$ cat config.mk
export PLATFORM = sky130hd
export DESIGN_NAME = cascade_sequencer
export DESIGN_NICKNAME = d
export VERILOG_FILES = /design/src/rtl/cascade_sequencer.sv
export SDC_FILE = /design/constraint.sdc
export NUM_CORES = 1
export LEC_CHECK = 0
export ABC_AREA = 1
export CAP_MARGIN = 20
export CORE_ASPECT_RATIO = 0.75
export CORE_MARGIN = 8
export CORE_UTILIZATION = 60
export CTS_CLUSTER_SIZE = 30
export DETAILED_ROUTE_END_ITERATION = 8
export DONT_BUFFER_PORTS = 1
export GPL_TIMING_DRIVEN = 1
export PLACE_DENSITY = 0.81
export SLEW_MARGIN = 15
export SYNTH_ARGS = -nofsm -noshare
export SYNTH_HDL_FRONTEND = slang
export SYNTH_SLANG_ARGS = --single-unit
$ cat constraint.sdc
create_clock -name Clk -period 3.7 [get_ports Clk]
set_input_delay 0.925 -clock Clk [delete_from_list [all_inputs] [get_ports Clk]]
set_output_delay 0.925 -clock Clk [all_outputs]
set_load 0.03 [all_outputs]
$ cat src/rtl/cascade_sequencer.sv
// Viola-Jones cascade sequencer for one detection window: walks every feature of
// each stage over a valid/ready handshake, sums the votes and tests each stage threshold.
module cascade_sequencer #(
  parameter int NUM_STAGES = 22,
  parameter int IDX_W      = 12,
  parameter int VOTE_W     = 16,
  parameter int SUM_W      = 20
) (
  input  logic                     Clk,
  input  logic                     Reset,
  input  logic                     start,
  output logic [31:0]              stage_num,
  input  logic [31:0]              feat_amount,
  input  logic signed [VOTE_W-1:0] stage_thresh,
  output logic                     feat_valid,
  input  logic                     feat_ready,
  output logic [IDX_W-1:0]         feat_idx,
  input  logic                     res_valid,
  input  logic signed [VOTE_W-1:0] vote,
  output logic                     busy,
  output logic                     done,
  output logic                     face
);

  typedef enum logic [2:0] {
    S_IDLE,
    S_LOAD,
    S_ISSUE,
    S_WAIT,
    S_CHECK,
    S_DONE
  } state_t;

  state_t state_reg, state_next;

  logic signed [SUM_W-1:0] acc_reg;
  logic [7:0]              cnt_reg;
  logic [7:0]              lidx_reg;

  logic signed [SUM_W-1:0] vote_ext;
  logic signed [SUM_W-1:0] thresh_ext;
  logic                    stage_pass;
  logic                    last_feat;
  logic                    last_stage;
  logic                    unused_amount_bits;

  // Only the low byte of the feature count is meaningful.
  assign unused_amount_bits = ^feat_amount[31:8];

  assign vote_ext   = {{(SUM_W-VOTE_W){vote[VOTE_W-1]}}, vote};
  assign thresh_ext = {{(SUM_W-VOTE_W){stage_thresh[VOTE_W-1]}}, stage_thresh};
  assign stage_pass = (acc_reg >= thresh_ext);
  assign last_feat  = (lidx_reg == (cnt_reg - 8'd1));
  assign last_stage = (stage_num == 32'(NUM_STAGES - 1));

  assign feat_valid = (state_reg == S_ISSUE);
  assign busy       = (state_reg != S_IDLE);
  assign done       = (state_reg == S_DONE);

  always_ff @(posedge Clk or posedge Reset) begin
    if (Reset) begin
      state_reg <= S_IDLE;
    end else begin
      state_reg <= state_next;
    end
  end

  always_comb begin
    state_next = state_reg;
    case (state_reg)
      S_IDLE:  if (start) state_next = S_LOAD;
      S_LOAD:  state_next = (feat_amount[7:0] == 8'd0) ? S_CHECK : S_ISSUE;
      S_ISSUE: if (feat_ready) state_next = S_WAIT;
      S_WAIT:  if (res_valid) state_next = last_feat ? S_CHECK : S_ISSUE;
      S_CHECK: state_next = (!stage_pass || last_stage) ? S_DONE : S_LOAD;
      S_DONE:  state_next = S_IDLE;
      default: state_next = S_IDLE;
    endcase
  end

  always_ff @(posedge Clk or posedge Reset) begin
    if (Reset) begin
      stage_num <= '0;
      feat_idx  <= '0;
      face      <= 1'b0;
      acc_reg   <= '0;
      cnt_reg   <= '0;
      lidx_reg  <= '0;
    end else begin
      case (state_reg)
        S_IDLE: begin
          if (start) begin
            stage_num <= '0;
            feat_idx  <= '0;
            face      <= 1'b0;
          end
        end
        S_LOAD: begin
          cnt_reg  <= feat_amount[7:0];
          lidx_reg <= '0;
          acc_reg  <= '0;
        end
        S_WAIT: begin
          // The accumulator wraps on overflow by design.
          if (res_valid) begin
            acc_reg  <= acc_reg + vote_ext;
            feat_idx <= feat_idx + IDX_W'(1);
            if (!last_feat) lidx_reg <= lidx_reg + 8'd1;
          end
        end
        S_CHECK: begin
          if (!stage_pass) begin
            face <= 1'b0;
          end else if (last_stage) begin
            face <= 1'b1;
          end else begin
            stage_num <= stage_num + 32'd1;
          end
        end
        default: ;
      endcase
    end
  end

endmodule

==> summary.md <==
| Metric | Value |
|---|---|
| Worst-Skew Late Latency | `0.34 ns` |
| Synth Area per Inst | `6.82 sq um` |
| Routed via count | `6403` |
| Number of distinct library cells after synthesis | `47` |
| Final period util | `79.5%` |
| Inst Count DP | `1103` |
| Final core utilization | `64.9%` |
| Synth warnings | `0` |
| Crit start category | `register` |
| Initial antenna violation count | `0` |
| # hold bufs at CTS | `0` |
| Crit Path Category | `register to register` |
| DR pass1 iterations | `5` |
| Routed Antenna Nets | `0` |
| Met2 routed wirelength | `7.36 mm` |
| Avg WL per Cell | `15.7 microns` |
| Fmax | `0.340 GHz` |
| Met1 WL | `8.29 mm` |
| Max Cap Viol | `0` |
| Root buf cell | `clkbuf_16` |
| Share of the synthesized area in the top cell type | `31.5%` |
| Largest net degree at the start of global routing | `34` |
| Setup ws final | `0.760 ns` |
| Core box area | `0.0109 sq mm` |
| Vias per inst | `5.72` |
| Placed wire-length estimate | `13.5 mm` |
| Die Wd | `138 microns` |
| Yosys reg bits | `84` |
| GPL Wtd Cong | `0.922` |
| EDFF count, synth | `0` |
| Final setup viols | `0` |
| Max reg flops | `32` |
| Final Hold Viols | `0` |
| CP Data Required Time | `3.93 ns` |
| Layout cells sized above 1 | `4.70%` |
| Worst-path clk slew | `0.07 ns` |
| Sum Neg Setup Slack | `0 ns` |
| Maximum vdd drop | `0.000334 V` |
| Total CTS buffers | `9` |
| PortBufs | `0` |
| Final std cells w/o fill | `1119` |
| Leak pwr | `3.58 nW` |
| Row count | `33` |
| CTS tree | `yes` |
| Initial core utilization | `61.2%` |
| Post-Syn Area | `0.00667 sq mm` |
| PwrDens | `615 mW/mm^2` |
| Worst rel slew slack | `45.8%` |
| Mapped Nets | `1092` |
| Synth Flop Type | `dfrtp_1` |
| Post-layout nets | `1088` |
| Sequential-to-total area share from yosys stat | `31.5%` |
| Worst slack, placed | `0.698 ns` |
| Total GRT Usage | `24.5%` |
| Commonest non-fill, non-tap cell in the layout | `nand2_1` |
| Synth async-reset ratio | `100%` |
| DRC errors left | `0` |
| Crit. End Element | `register` |
| Largest cells by area after synthesis | `dfrtp_1 32%, nand2_1 17%, ha_1 8.3%` |
| H-tree depth | `3` |
| RSZ-0062 raised after global routing | `false` |
| Top fanout value on the critical path | `33` |
| Clock buffer depth | `2` |
| Commonest non-fill, non-tap cells in the layout | `295 x nand2_1, 109 x inv_1, 98 x nor2_1` |
| Top Layer Used | `met4` |
| Clock sink count | `84` |
| Post-CTS sizing | `0` |
| Setup repair bufs after CTS | `0` |
| Hold Path Class | `input pin to asynchronous set/reset pin` |
| First-pass GRT wire length | `29.2 mm` |
| Minimum clock period after layout | `2.94 ns` |
| Cells after synthesis | `978` |
| WL final | `17.5 mm` |
| IO Count | `117` |
| Run status | `finished clean` |
| DRT iter0 DRCs | `629` |
| Final Max Tran Viols | `0` |
| Congestion Overflow GR | `0` |
| Vias in the first global route | `5779` |
| Met3 WL post-DR | `1.64 mm` |
| Ant diodes | `0` |
| Clock Skew | `0.00781 ns` |
| CP arrival | `3.17 ns` |
| Die Footprint | `0.0148 sq mm` |
| Area grow syn2layout | `6.13%` |
| Slew at the pin closest to its max-slew limit | `0.812 ns` |
| Area leader, netlist | `dfrtp_1` |
| Die Y | `107 microns` |
[power breakdown]
group	switching, mW	leakage, nW	internal, mW
Sequential	0.213	1.14	1.10
Clock	0.377	0.139	0.520
Combinational	1.46	2.30	0.673
Total	2.05	3.58	2.30
[layer usage]
metal,GRT usage [%],vias up
met5,0,-
met4,5.97,0
met3,7.56,19
met2,34.6,232
met1,35.4,2968
li1,-,3184
[worst max-delay path, stage by stage (launching register included)]
cell and delay [ns]:
dfrtp_1 0.37, inv_2 0.09, nand2_4 0.23, nor2_1 0.10
inv_2 0.17, nor2_1 0.09, or2_1 0.26, nor2_4 0.65
nand2_2 0.58, nand2_1 0.20, nand2_1 0.07
[final timing paths]
kind | startpoint | end | slack (ns) | depth (start not counted)
setup reg to reg | state_reg[1] | stage_num[6] | 0.76 | 10
hold / removal | Reset | stage_num[14] | 0.44 | 1
setup / recovery | state_reg[1] | stage_num[6] | 0.76 | 10
hold reg to reg | cnt_reg[7] | cnt_reg[7] | 0.50 | 2
min in group Clk | cnt_reg[7] | cnt_reg[7] | 0.50 | 2
max in group asynchronous | Reset | lidx_reg[1] | 2.50 | 2
[final cells by class]
class                           count  area [sq um]
Multi-Input combinational cell    757          4030
Fill cell                         987          3820
Sequential cell                    84          2100
Inverter                          115           433
Clock buffer                       11           233
Tap cell                          140           175
Clock inverter                      5          52.6
Timing Repair Buffer                7          52.6
[through the flow]
stage	power [mW]	hold WS [ns]	area (sq um)
global route	4.73	0.465	7080
CTS	4.35	0.446	7080
global placement	3.38	0.485	6790
finish	4.35	0.439	7080
detailed placement	3.44	0.486	6790
floorplan	2.98	0.468	6670
[Yosys cell counts (10+ instances only)]
| library cell | number |
|---|---|
| xor2_1 | 34 |
| clkbuf_1 | 10 |
| nand2_1 | 295 |
| nor2_1 | 98 |
| xnor2_1 | 11 |
| ha_1 | 44 |
| nand3_1 | 57 |
| nand4_1 | 38 |
| o21ai_0 | 47 |
| nor3_1 | 44 |
| inv_1 | 110 |
| a21oi_1 | 36 |
| dfrtp_1 | 84 |
[logic make-up (layout without fill, tap and decap cells)]
logic type | after synthesis | in the layout | share of synthesized area (%)
buf+inv | 137 | 138 | 8.05
fa+ha+maj | 45 | 45 | 8.55
compound gates | 100 | 100 | 8.16
flops | 84 | 84 | 31.5
simple gates | 566 | 566 | 37.6
xor+xnor | 45 | 45 | 5.91
mux | 1 | 1 | 0.169
Power figures use the tool's default switching activity.
